--- config.mk ---
export PLATFORM = sky130hd
export DESIGN_NAME = fetch_pc_stage_flat
export DESIGN_NICKNAME = d
export VERILOG_FILES = /design/src/rtl/fetch_pc_stage_pkg.sv /design/src/rtl/fetch_pc_stage_if.sv /design/src/rtl/fetch_pc_stage_if_id_reg.sv /design/src/rtl/fetch_pc_stage.sv /design/src/flat_wrapper.sv
export SDC_FILE = /design/constraint.sdc
export NUM_CORES = 1
export LEC_CHECK = 0
export ABC_AREA = 1
export CAP_MARGIN = 15
export CORE_ASPECT_RATIO = 0.9
export CORE_MARGIN = 2
export CORE_UTILIZATION = 47
export CTS_CLUSTER_SIZE = 10
export DETAILED_ROUTE_END_ITERATION = 8
export GPL_ROUTABILITY_DRIVEN = 0
export PLACE_DENSITY = 0.83
export SLEW_MARGIN = 20
export SYNTH_ARGS = -nofsm -noshare
export SYNTH_HDL_FRONTEND = slang
export SYNTH_SLANG_ARGS = --single-unit
--- constraint.sdc ---
create_clock -name clk -period 1.8 [get_ports clk]
set_clock_uncertainty 0.05 [all_clocks]
set_input_delay 0.36 -clock clk [delete_from_list [all_inputs] [get_ports clk]]
set_output_delay 0.36 -clock clk [all_outputs]
set_load 0.02 [all_outputs]
--- src/rtl/fetch_pc_stage_pkg.sv ---
`default_nettype none
// ============================================================================
// Module   : fetch_pc_stage_pkg
// Purpose  : Shared widths, NOP encoding and IF/ID entry type for the fetch stage.
// Revision : 1.0 - initial release
// ============================================================================
package fetch_pc_stage_pkg;

    localparam int unsigned C_WORD_WIDTH  = 64;
    localparam int unsigned C_INSTR_WIDTH = 32;

    typedef logic [C_WORD_WIDTH-1:0]  word_t;
    typedef logic [C_INSTR_WIDTH-1:0] instr_t;

    localparam instr_t C_NOP_INSTR = 32'hD503201F;
    localparam word_t  C_PC_STEP   = 64'd4;

    typedef struct packed {
        word_t  pc;
        instr_t instr;
        logic   valid;
    } if_id_t;

    // Instructions are word aligned; the low two target bits are discarded.
    function automatic word_t align_word(input word_t addr);
        return addr & ~word_t'(2'b11);
    endfunction

endpackage
`default_nettype wire

--- src/rtl/fetch_pc_stage_if.sv ---
`default_nettype none
// ============================================================================
// Module   : fetch_pc_stage_if
// Purpose  : Control, instruction-memory and IF/ID signals of the fetch stage.
// Revision : 1.0 - initial release
// ============================================================================
interface fetch_pc_stage_if;
    import fetch_pc_stage_pkg::*;

    logic   stall;
    logic   flush;
    logic   branch_taken;
    word_t  branch_target;
    word_t  imem_addr;
    instr_t imem_data;
    word_t  pc_out;
    instr_t instr_out;
    logic   valid_out;

    modport master (
        input  stall, flush, branch_taken, branch_target, imem_data,
        output imem_addr, pc_out, instr_out, valid_out
    );

    modport slave (
        output stall, flush, branch_taken, branch_target, imem_data,
        input  imem_addr, pc_out, instr_out, valid_out
    );

endinterface
`default_nettype wire

--- src/rtl/fetch_pc_stage_if_id_reg.sv ---
`default_nettype none
// ============================================================================
// Module   : fetch_pc_stage_if_id_reg
// Purpose  : Pipeline register holding pc/instr/valid with reset > bubble > stall priority.
// Revision : 1.0 - initial release
// ============================================================================
module fetch_pc_stage_if_id_reg
    import fetch_pc_stage_pkg::*;
#(
    parameter instr_t NOP_INSTR = C_NOP_INSTR
) (
    input  wire logic clk,
    input  wire logic reset,
    input  wire logic stall,
    input  wire logic bubble,
    input  wire word_t  pc_in,
    input  wire instr_t instr_in,
    output if_id_t     entry
);

    if_id_t r_entry;

    always_ff @(posedge clk) begin
        if (reset || bubble) begin
            r_entry <= '{pc: '0, instr: NOP_INSTR, valid: 1'b0};
        end else if (!stall) begin
            r_entry <= '{pc: pc_in, instr: instr_in, valid: 1'b1};
        end
    end

    assign entry = r_entry;

endmodule
`default_nettype wire

--- src/rtl/fetch_pc_stage.sv ---
`default_nettype none
// ============================================================================
// Module   : fetch_pc_stage
// Purpose  : Program counter with redirect/stall and IF/ID register feeding decode.
// Revision : 1.0 - initial release
// ============================================================================
module fetch_pc_stage
    import fetch_pc_stage_pkg::*;
#(
    parameter word_t  RESET_PC  = 64'h0,
    parameter instr_t NOP_INSTR = C_NOP_INSTR
) (
    input  wire logic        clk,
    input  wire logic        reset,
    fetch_pc_stage_if.master bus
);

    word_t  r_pc;
    word_t  w_pc_plus4;
    if_id_t w_entry;

    // Wraps modulo 2^64 by construction.
    assign w_pc_plus4 = r_pc + C_PC_STEP;

    // A redirect outranks stall so a resolved branch is never dropped.
    always_ff @(posedge clk) begin
        if (reset) begin
            r_pc <= RESET_PC;
        end else if (bus.branch_taken) begin
            r_pc <= align_word(bus.branch_target);
        end else if (!bus.stall) begin
            r_pc <= w_pc_plus4;
        end
    end

    fetch_pc_stage_if_id_reg #(
        .NOP_INSTR (NOP_INSTR)
    ) u_if_id_reg (
        .clk      (clk),
        .reset    (reset),
        .stall    (bus.stall),
        .bubble   (bus.flush | bus.branch_taken),
        .pc_in    (r_pc),
        .instr_in (bus.imem_data),
        .entry    (w_entry)
    );

    assign bus.imem_addr = r_pc;
    assign bus.pc_out    = w_entry.pc;
    assign bus.instr_out = w_entry.instr;
    assign bus.valid_out = w_entry.valid;

endmodule
`default_nettype wire

--- src/flat_wrapper.sv ---
// flat-port wrapper written by rule: the top's interface ports become plain ports
module fetch_pc_stage_flat import fetch_pc_stage_pkg::*;
#(
    parameter word_t  RESET_PC  = 64'h0,
    parameter instr_t NOP_INSTR = C_NOP_INSTR
)
  (clk, reset, bus_stall, bus_flush, bus_branch_taken, bus_branch_target, bus_imem_data, bus_imem_addr, bus_pc_out, bus_instr_out, bus_valid_out);
  fetch_pc_stage_if bus_i ();
  input  wire logic clk;
  input  wire logic reset;
  input wire logic [$bits(bus_i.stall)-1:0] bus_stall;
  input wire logic [$bits(bus_i.flush)-1:0] bus_flush;
  input wire logic [$bits(bus_i.branch_taken)-1:0] bus_branch_taken;
  input wire logic [$bits(bus_i.branch_target)-1:0] bus_branch_target;
  input wire logic [$bits(bus_i.imem_data)-1:0] bus_imem_data;
  output wire logic [$bits(bus_i.imem_addr)-1:0] bus_imem_addr;
  output wire logic [$bits(bus_i.pc_out)-1:0] bus_pc_out;
  output wire logic [$bits(bus_i.instr_out)-1:0] bus_instr_out;
  output wire logic [$bits(bus_i.valid_out)-1:0] bus_valid_out;
  assign bus_i.stall = bus_stall;
  assign bus_i.flush = bus_flush;
  assign bus_i.branch_taken = bus_branch_taken;
  assign bus_i.branch_target = bus_branch_target;
  assign bus_i.imem_data = bus_imem_data;
  assign bus_imem_addr = bus_i.imem_addr;
  assign bus_pc_out = bus_i.pc_out;
  assign bus_instr_out = bus_i.instr_out;
  assign bus_valid_out = bus_i.valid_out;
  fetch_pc_stage #(.RESET_PC(RESET_PC), .NOP_INSTR(NOP_INSTR)) u_core (.clk(clk), .reset(reset), .bus(bus_i));
endmodule
==> results of run 1 <==
-- synthesized netlist by cell type --
| cell type | number |
|---|---|
| o211ai_1 | 1 |
| a31oi_1 | 17 |
| a21oi_1 | 124 |
| conb_1 | 1 |
| nand2_1 | 360 |
| xnor2_1 | 5 |
| ha_1 | 1 |
| o21ai_0 | 45 |
| inv_2 | 4 |
| clkbuf_1 | 35 |
| buf_1 | 10 |
| nor3_1 | 2 |
| nor2_2 | 13 |
| nor3_2 | 1 |
| and2_1 | 2 |
| nor2_1 | 197 |
| nand2_2 | 11 |
| dfxtp_1 | 157 |
| nand3_1 | 70 |
| buf_2 | 9 |
| nor2_4 | 4 |
| inv_1 | 110 |
| xor2_1 | 20 |
| o21ai_1 | 16 |
| a22o_1 | 1 |
| buf_4 | 6 |
| nor2_8 | 2 |
| nand4_1 | 13 |
-- layout make-up --
| class | count | share of cell area (%) |
|---|---|---|
| repair buffers | 323 | 26.6 |
| clock buffers | 17 | 3.62 |
| clock inverters | 15 | 1.30 |
| multi-input cells | 909 | 35.8 |
| flip-flops and latches | 157 | 26.8 |
| inverters | 114 | 3.64 |
| well taps | 207 | 2.20 |
-- flip-flops by register name, indices dropped and copies added (netlist names) --
name / flops
u_core.u_if_id_reg.entry: 95
u_core.bus.imem_addr: 62
-- worst max-delay path, stage by stage (launching register included) --
cell and delay (ps):
dfxtp_1 420, nand2_1 120, nor2_1 260, nand2_1 180
nor2_2 230, nand2_1 130, nor2_1 100, nand2_1 80
nand3_1 100, a21oi_1 70
-- how the worst max path moves through the flow --
stage | start | endpoint | slack (ps) | cells past startpoint
floorplan | u_core.bus.imem_addr[2]$_SDFFE_PP0P_ | u_core.bus.imem_addr[54]$_SDFFE_PP0P_ | 30 | 10
global placement | u_core.bus.imem_addr[32]$_SDFFE_PP0P_ | u_core.bus.imem_addr[63]$_SDFFE_PP0P_ | 90 | 9
detailed placement | u_core.bus.imem_addr[2]$_SDFFE_PP0P_ | u_core.bus.imem_addr[54]$_SDFFE_PP0P_ | 40 | 10
CTS | u_core.u_if_id_reg.entry[29]$_SDFFE_PP1N_ | bus_instr_out[28] | 2 | 1
global route | u_core.bus.imem_addr[27]$_SDFFE_PP0P_ | u_core.bus.imem_addr[54]$_SDFFE_PP0P_ | -110 | 9
finish | u_core.bus.imem_addr[27]$_SDFFE_PP0P_ | u_core.bus.imem_addr[54]$_SDFFE_PP0P_ | -50 | 9
-- report_power, final --
group | total (mW) | leakage [nW] | switching (mW) | internal (mW)
combinational | 1.23 | 4.08 | 0.698 | 0.537
clock | 3.57 | 0.271 | 1.63 | 1.95
sequential | 3.70 | 1.28 | 0.116 | 3.59
-- cells by family after synthesis --
kind of cell / count (synthesis) / synth area share (%)
xor gates and xnor gates: 25 / 2.77
DFF: 157 / 39.8
adders and majority gates: 1 / 0.158
buffers and inverters: 174 / 8.69
other: 1 / 0.0474
and+or+nand+nor: 675 / 35.3
AOI/OAI and AO/OA: 204 / 13.3
-- through the flow --
step	total power [mW]	instance area, sq um	cells
floorplan	4.37	7920	1240
global placement	5.04	11000	1704
detailed placement	5.05	11000	1704
CTS	8.53	11500	1736
global route	8.81	11800	1742
finish	8.51	11800	1742
-- metal layers --
layer	vias to the layer above	share of wire [%]
met4	0	3.8
met2	554	47
met3	96	10
met1	4236	39
li1	4471	-
met5	-	0
-- repair_timing --
action / in CTS / in global routing
resized for setup: 108 / 94
setup endpoints to repair: 108 / 89
pin swaps: 0 / 3
buffers inserted: 0 / 6
-- placed cells by master, fill, tap and decap left out, types with 2 or more instances in the layout --
| master | netlist | layout |
|---|---|---|
| a21oi_1 | 124 | 124 |
| clkbuf_16 | 0 | 17 |
| inv_1 | 110 | 110 |
| buf_12 | 0 | 7 |
| nand2_1 | 360 | 351 |
| clkdlybuf4s15_1 | 0 | 2 |
| xnor2_1 | 5 | 5 |
| xor2_1 | 20 | 19 |
| buf_2 | 9 | 2 |
| o21ai_0 | 45 | 44 |
| dlymetal6s2s_1 | 0 | 50 |
| clkdlybuf4s50_1 | 0 | 95 |
| inv_2 | 4 | 4 |
| inv_6 | 0 | 5 |
| and2_1 | 2 | 2 |
| dlygate4sd2_1 | 0 | 105 |
| nor2_1 | 197 | 180 |
| conb_1 | 1 | 4 |
| nand4_1 | 13 | 13 |
| buf_4 | 6 | 62 |
| nor3_1 | 2 | 2 |
| nand2_2 | 11 | 16 |
| nand3_1 | 70 | 69 |
| dfxtp_1 | 157 | 152 |
| inv_8 | 0 | 2 |
| nor2_4 | 4 | 10 |
| nand2_4 | 0 | 4 |
| nor2_8 | 2 | 2 |
| o21ai_1 | 16 | 17 |
| clkinvlp_4 | 0 | 4 |
| a31oi_1 | 17 | 17 |
| dfxtp_2 | 0 | 5 |
| nor2_2 | 13 | 24 |
| clkinv_4 | 0 | 3 |
==> impl_metrics.env, run 1 <==
export IMPL_end_kind="flop"
export IMPL_ys_seq_elements=157
export IMPL_fp_dieW_um=141
export IMPL_grt_overflow_total=0
export IMPL_hold_class="primary input to flop"
export IMPL_hold_path_depth=4
export IMPL_grt_pass1_vias=8819
export IMPL_synth_area_leaders="dfxtp_1, nand2_1, nor2_1"
export IMPL_grt_usage_pct=31.7
export IMPL_grt_busiest_layer="met2"
export IMPL_rr_worst_depth=9
export IMPL_cts_path_max_buffers=2
export IMPL_hold_start="bus_stall"
export IMPL_rrSetupSlack_ps=-50
export IMPL_first_pass_iters=5
export IMPL_crit_reg2reg_launch="u_core.bus.imem_addr[27]$_SDFFE_PP0P_"
export IMPL_max_vdd_ir_drop_uv=662
export IMPL_pin_count=262
export IMPL_gr_usage_met1_pct=37.5
export IMPL_finalNetCount=1624
export IMPL_drtIter0Drc=981
export IMPL_yosys_area_top_type="dfxtp_1"
export IMPL_cp_required_ps=2070
export IMPL_clock_sinks=157
export IMPL_drt_wl_total_um=29100
export IMPL_avgViaCountPerCell=5.37
export IMPL_crit_type="flop to flop"
export IMPL_final_antenna_net_count=0
export IMPL_cts_buffers=17
export IMPL_critPathLaunchType="flop"
export IMPL_finalMaxSlewViolations=0
export IMPL_hold_path_end="u_core.u_if_id_reg.entry[94]$_SDFFE_PP0N_"
export IMPL_fmax_ghz=0.541
export IMPL_num_rows=44
export IMPL_dieArea_sq_um=17900
export IMPL_finalCriticalPeriod_ps=1850
export IMPL_vias=9357
export IMPL_htree_levels=4
export IMPL_areaGrowthSynthToFinish_pct=48.8
export IMPL_fin_crit_sh_pct=103
export IMPL_max_cap_violations=0
export IMPL_grt_pass1_wl_um=45000
export IMPL_syn_inst=1237
export IMPL_fillerInstances=1357
export IMPL_rr_endpoint="u_core.bus.imem_addr[54]$_SDFFE_PP0P_"
export IMPL_worstSkewPairLatency_ps=440
export IMPL_ctsRootBufferMaster="clkbuf_16"
export IMPL_cts_tree="done"
export IMPL_grt_max_degree=102
export IMPL_synth_avg_cell_area_sq_um=6.39
export IMPL_antenna_found_initial=0
export IMPL_met2_usage_pct=54.8
export IMPL_drive_above_1_share_pct=11.2
export IMPL_setup_violations=1
export IMPL_setup_ws_ps=-46.8
export IMPL_pre_cts_ws_ps=35.4
export IMPL_die_height_um=127
export IMPL_power_density_nw_per_um2=724
export IMPL_fin_setup_tns_ps=-46.8
export IMPL_fp_coreArea_sq_um=16300
export IMPL_multiInputGateArea_sq_um=4220
export IMPL_antennaDiodeCount=0
export IMPL_whs_ps=286
export IMPL_start_util_pct=48.5
export IMPL_violations="setup timing"
export IMPL_yosys_warnings=0
export IMPL_synth_top_area_share_pct=39.8
export IMPL_final_core_util_pct=72.2
export IMPL_hold_violations=0
export IMPL_hpwl_um=21100
export IMPL_status="finished with violations"
export IMPL_route_detailed_drc=0
export IMPL_critPathMaxFanout=4
export IMPL_cts_hold_buf=0
export IMPL_yosysSeqAreaShare_pct=39.8
export IMPL_port_buffers=255
export IMPL_netlist_area_sq_um=7900
export IMPL_seq_area_sq_um=3150
export IMPL_grt_met3_usage_pct=8.58
export IMPL_rsz0062_at_grt="true"
export IMPL_leakage_nw=5.64
export IMPL_synthDistinctLibCells=28
export IMPL_routedWlPerCell_um=16.7
export IMPL_critPathArrivalTime_ps=2110
export IMPL_clkTransAtPathRegs_ps=70
Note: power is estimated with default switching activity, not from simulation.
==> inputs of run 2 (changes only) <==
--- a/config.mk
+++ b/config.mk
@@ -9,11 +9,11 @@
 export CAP_MARGIN = 15
 export CORE_ASPECT_RATIO = 0.9
 export CORE_MARGIN = 2
-export CORE_UTILIZATION = 47
+export CORE_UTILIZATION = 40
 export CTS_CLUSTER_SIZE = 10
 export DETAILED_ROUTE_END_ITERATION = 8
 export GPL_ROUTABILITY_DRIVEN = 0
-export PLACE_DENSITY = 0.83
+export PLACE_DENSITY_LB_ADDON = 0.2
 export SLEW_MARGIN = 20
 export SYNTH_ARGS = -nofsm -noshare
 export SYNTH_HDL_FRONTEND = slang
==> impl_metrics.env, run 2 (same netlist as run 1, synthesis figures left out) <==
export IMPL_routedWlPerCell_um=15.9
export IMPL_hpwl_um=21000
export IMPL_final_cell_mix="nand2_1, nor2_1, dfxtp_1"
export IMPL_finalCriticalPeriod_ps=1770
export IMPL_grt_pass1_vias=8378
export IMPL_fp_coreArea_sq_um=19300
export IMPL_areaGrowthSynthToFinish_pct=51.1
export IMPL_grt_max_degree=66
export IMPL_pin_count=262
export IMPL_path_delay_family="buffers and inverters"
export IMPL_fmax_ghz=0.563
export IMPL_hold_start="bus_stall"
export IMPL_path_cells="buf_4 > dlygate4sd2_1"
export IMPL_cp_required_ps=1390
export IMPL_dp_cells=1753
export IMPL_critPathMaxFanout=4
export IMPL_avgViaCountPerCell=5.04
export IMPL_cts_hold_buf=0
export IMPL_critPathArrivalTime_ps=1360
export IMPL_finalNetCount=1629
export IMPL_hold_class="primary input to flop"
export IMPL_instances_no_fill=1791
export IMPL_clock_sinks=157
export IMPL_crit_type="flop to primary output"
export IMPL_setup_violations=0
export IMPL_rr_worst_depth=9
export IMPL_status="completed"
export IMPL_critPathLaunchType="flop"
export IMPL_setup_ws_ps=25.0
export IMPL_drive_above_1_share_pct=11.9
export IMPL_crit_buf_inv=2
export IMPL_cts_tree="done"
export IMPL_port_buffers=255
export IMPL_rrSetupSlack_ps=30
export IMPL_max_cap_violations=0
export IMPL_start_util_pct=41.0
export IMPL_rr_endpoint="u_core.bus.imem_addr[18]$_SDFFE_PP0P_"
export IMPL_first_pass_iters=6
export IMPL_largest_reg_flops=95
export IMPL_crit_reg2reg_launch="u_core.bus.imem_addr[11]$_SDFFE_PP0P_"
export IMPL_power_density_nw_per_um2=727
export IMPL_hold_path_end="u_core.u_if_id_reg.entry[94]$_SDFFE_PP0N_"
export IMPL_num_rows=48
export IMPL_hold_path_depth=4
export IMPL_max_vdd_ir_drop_uv=516
export IMPL_fin_crit_sh_pct=98.6
export IMPL_max_stage_delay_ps=420
export IMPL_die_height_um=137
export IMPL_total_power_mw=8.68
export IMPL_fp_dieW_um=152
export IMPL_critical_path_slowest_cell="dfxtp_1"
export IMPL_final_antenna_net_count=0
export IMPL_whs_ps=286
export IMPL_end_kind="primary output"
export IMPL_clkTransAtPathRegs_ps=70
export IMPL_vias=9027
export IMPL_drtIter0Drc=961
export IMPL_drt_wl_total_um=28400
export IMPL_grt_usage_pct=26.4
export IMPL_ctsRootBufferMaster="clkbuf_16"
export IMPL_dieArea_sq_um=20900
export IMPL_finalMaxSlewViolations=0
export IMPL_grt_overflow_total=0
export IMPL_worstSkewPairLatency_ps=430
export IMPL_grt_pass1_wl_um=44000
export IMPL_hold_violations=0
export IMPL_antenna_found_initial=0
export IMPL_final_common_cell="nand2_1"
export IMPL_final_core_util_pct=61.9
export IMPL_cts_path_max_buffers=2
export IMPL_htree_levels=4
export IMPL_route_detailed_drc=0
export IMPL_leakage_nw=5.90
export IMPL_cts_buffers=17
export IMPL_pre_cts_ws_ps=-13.4
export IMPL_rsz0062_at_grt="true"
## run 2: cell types whose count changed in the layout (fill, tap and decap cells not counted), sizes merged
| cell | previous run | this run |
|---|---|---|
| inv | 121 | 119 |
| diode | 0 | 1 |
| dlygate4sd2 | 105 | 86 |
| clkdlybuf4s50 | 95 | 96 |
| clkbuf | 17 | 20 |
| bufinv | 1 | 2 |
| dlymetal6s2s | 50 | 67 |
| buf | 71 | 76 |
| clkinv | 3 | 4 |
| clkinvlp | 4 | 2 |
## run 2: layer usage
layer / GRT usage, % / vias to the layer above / share of wire (%)
li1: - / 4499 / -
met1: 32.7 / 4111 / 42
met2: 45.4 / 362 / 48
met3: 6.76 / 55 / 7.7
met4: 8.52 / 0 / 2.3
met5: 0 / - / 0
## run 2: tightest hold or removal path, stage by stage
cell     delay [ps]
buf_4           100
inv_2            70
nand2_1         110
a21oi_1          70
## run 2: repair_timing
action,CTS,global route
setup buffers,0,5
pin swaps,0,4
setup endpoints to repair,92,108
cloned,0,0
resized for setup,92,116
## run 2: cell type report
class / count / area, sq um
tap: 250 / 313
antenna: 1 / 2.50
sequential: 157 / 3150
clock inverter: 13 / 155
clock buffer: 19 / 453
multi-input combinational: 909 / 4220
fill: 1854 / 7340
timing repair buffer: 328 / 3220
inverter: 114 / 428
## run 2: how the worst max path moves through the flow
stage	start	to	slack, ps	cells after the start
floorplan	u_core.bus.imem_addr[2]$_SDFFE_PP0P_	u_core.bus.imem_addr[54]$_SDFFE_PP0P_	30	10
global placement	u_core.bus.imem_addr[32]$_SDFFE_PP0P_	u_core.bus.imem_addr[63]$_SDFFE_PP0P_	-10	9
detailed placement	u_core.bus.imem_addr[32]$_SDFFE_PP0P_	u_core.bus.imem_addr[63]$_SDFFE_PP0P_	-10	9
CTS	u_core.u_if_id_reg.entry[76]$_SDFFE_PP0N_	bus_pc_out[43]	0.1	1
global route	u_core.bus.imem_addr[3]$_SDFFE_PP0P_	u_core.bus.imem_addr[18]$_SDFFE_PP0P_	-40	10
finish	u_core.bus.imem_addr[4]$_SDFFE_PP0P_	bus_imem_addr[4]	30	2
## run 2: stage by stage
stage	TNS [ps]	cell area [sq um]
after floorplan	0	7920
after global placement	-9.85	11100
after detailed placement	-13.4	11100
after CTS	0	11600
after global routing	-223	11900
final	0	11900
## run 2: report_power, final
part           switching, mW  internal, mW
logic                  0.685         0.539
clock network           1.62          2.15
registers              0.107          3.59
==> inputs of run 3 (changes only) <==
--- a/config.mk
+++ b/config.mk
@@ -6,11 +6,9 @@
 export NUM_CORES = 1
 export LEC_CHECK = 0
 export ABC_AREA = 1
-export CAP_MARGIN = 15
 export CORE_ASPECT_RATIO = 0.9
 export CORE_MARGIN = 2
 export CORE_UTILIZATION = 40
-export CTS_CLUSTER_SIZE = 10
 export DETAILED_ROUTE_END_ITERATION = 8
 export GPL_ROUTABILITY_DRIVEN = 0
 export PLACE_DENSITY_LB_ADDON = 0.2
==> results of run 3 <==
No change in the layout: final DEF, timing and power equal those of run 2.
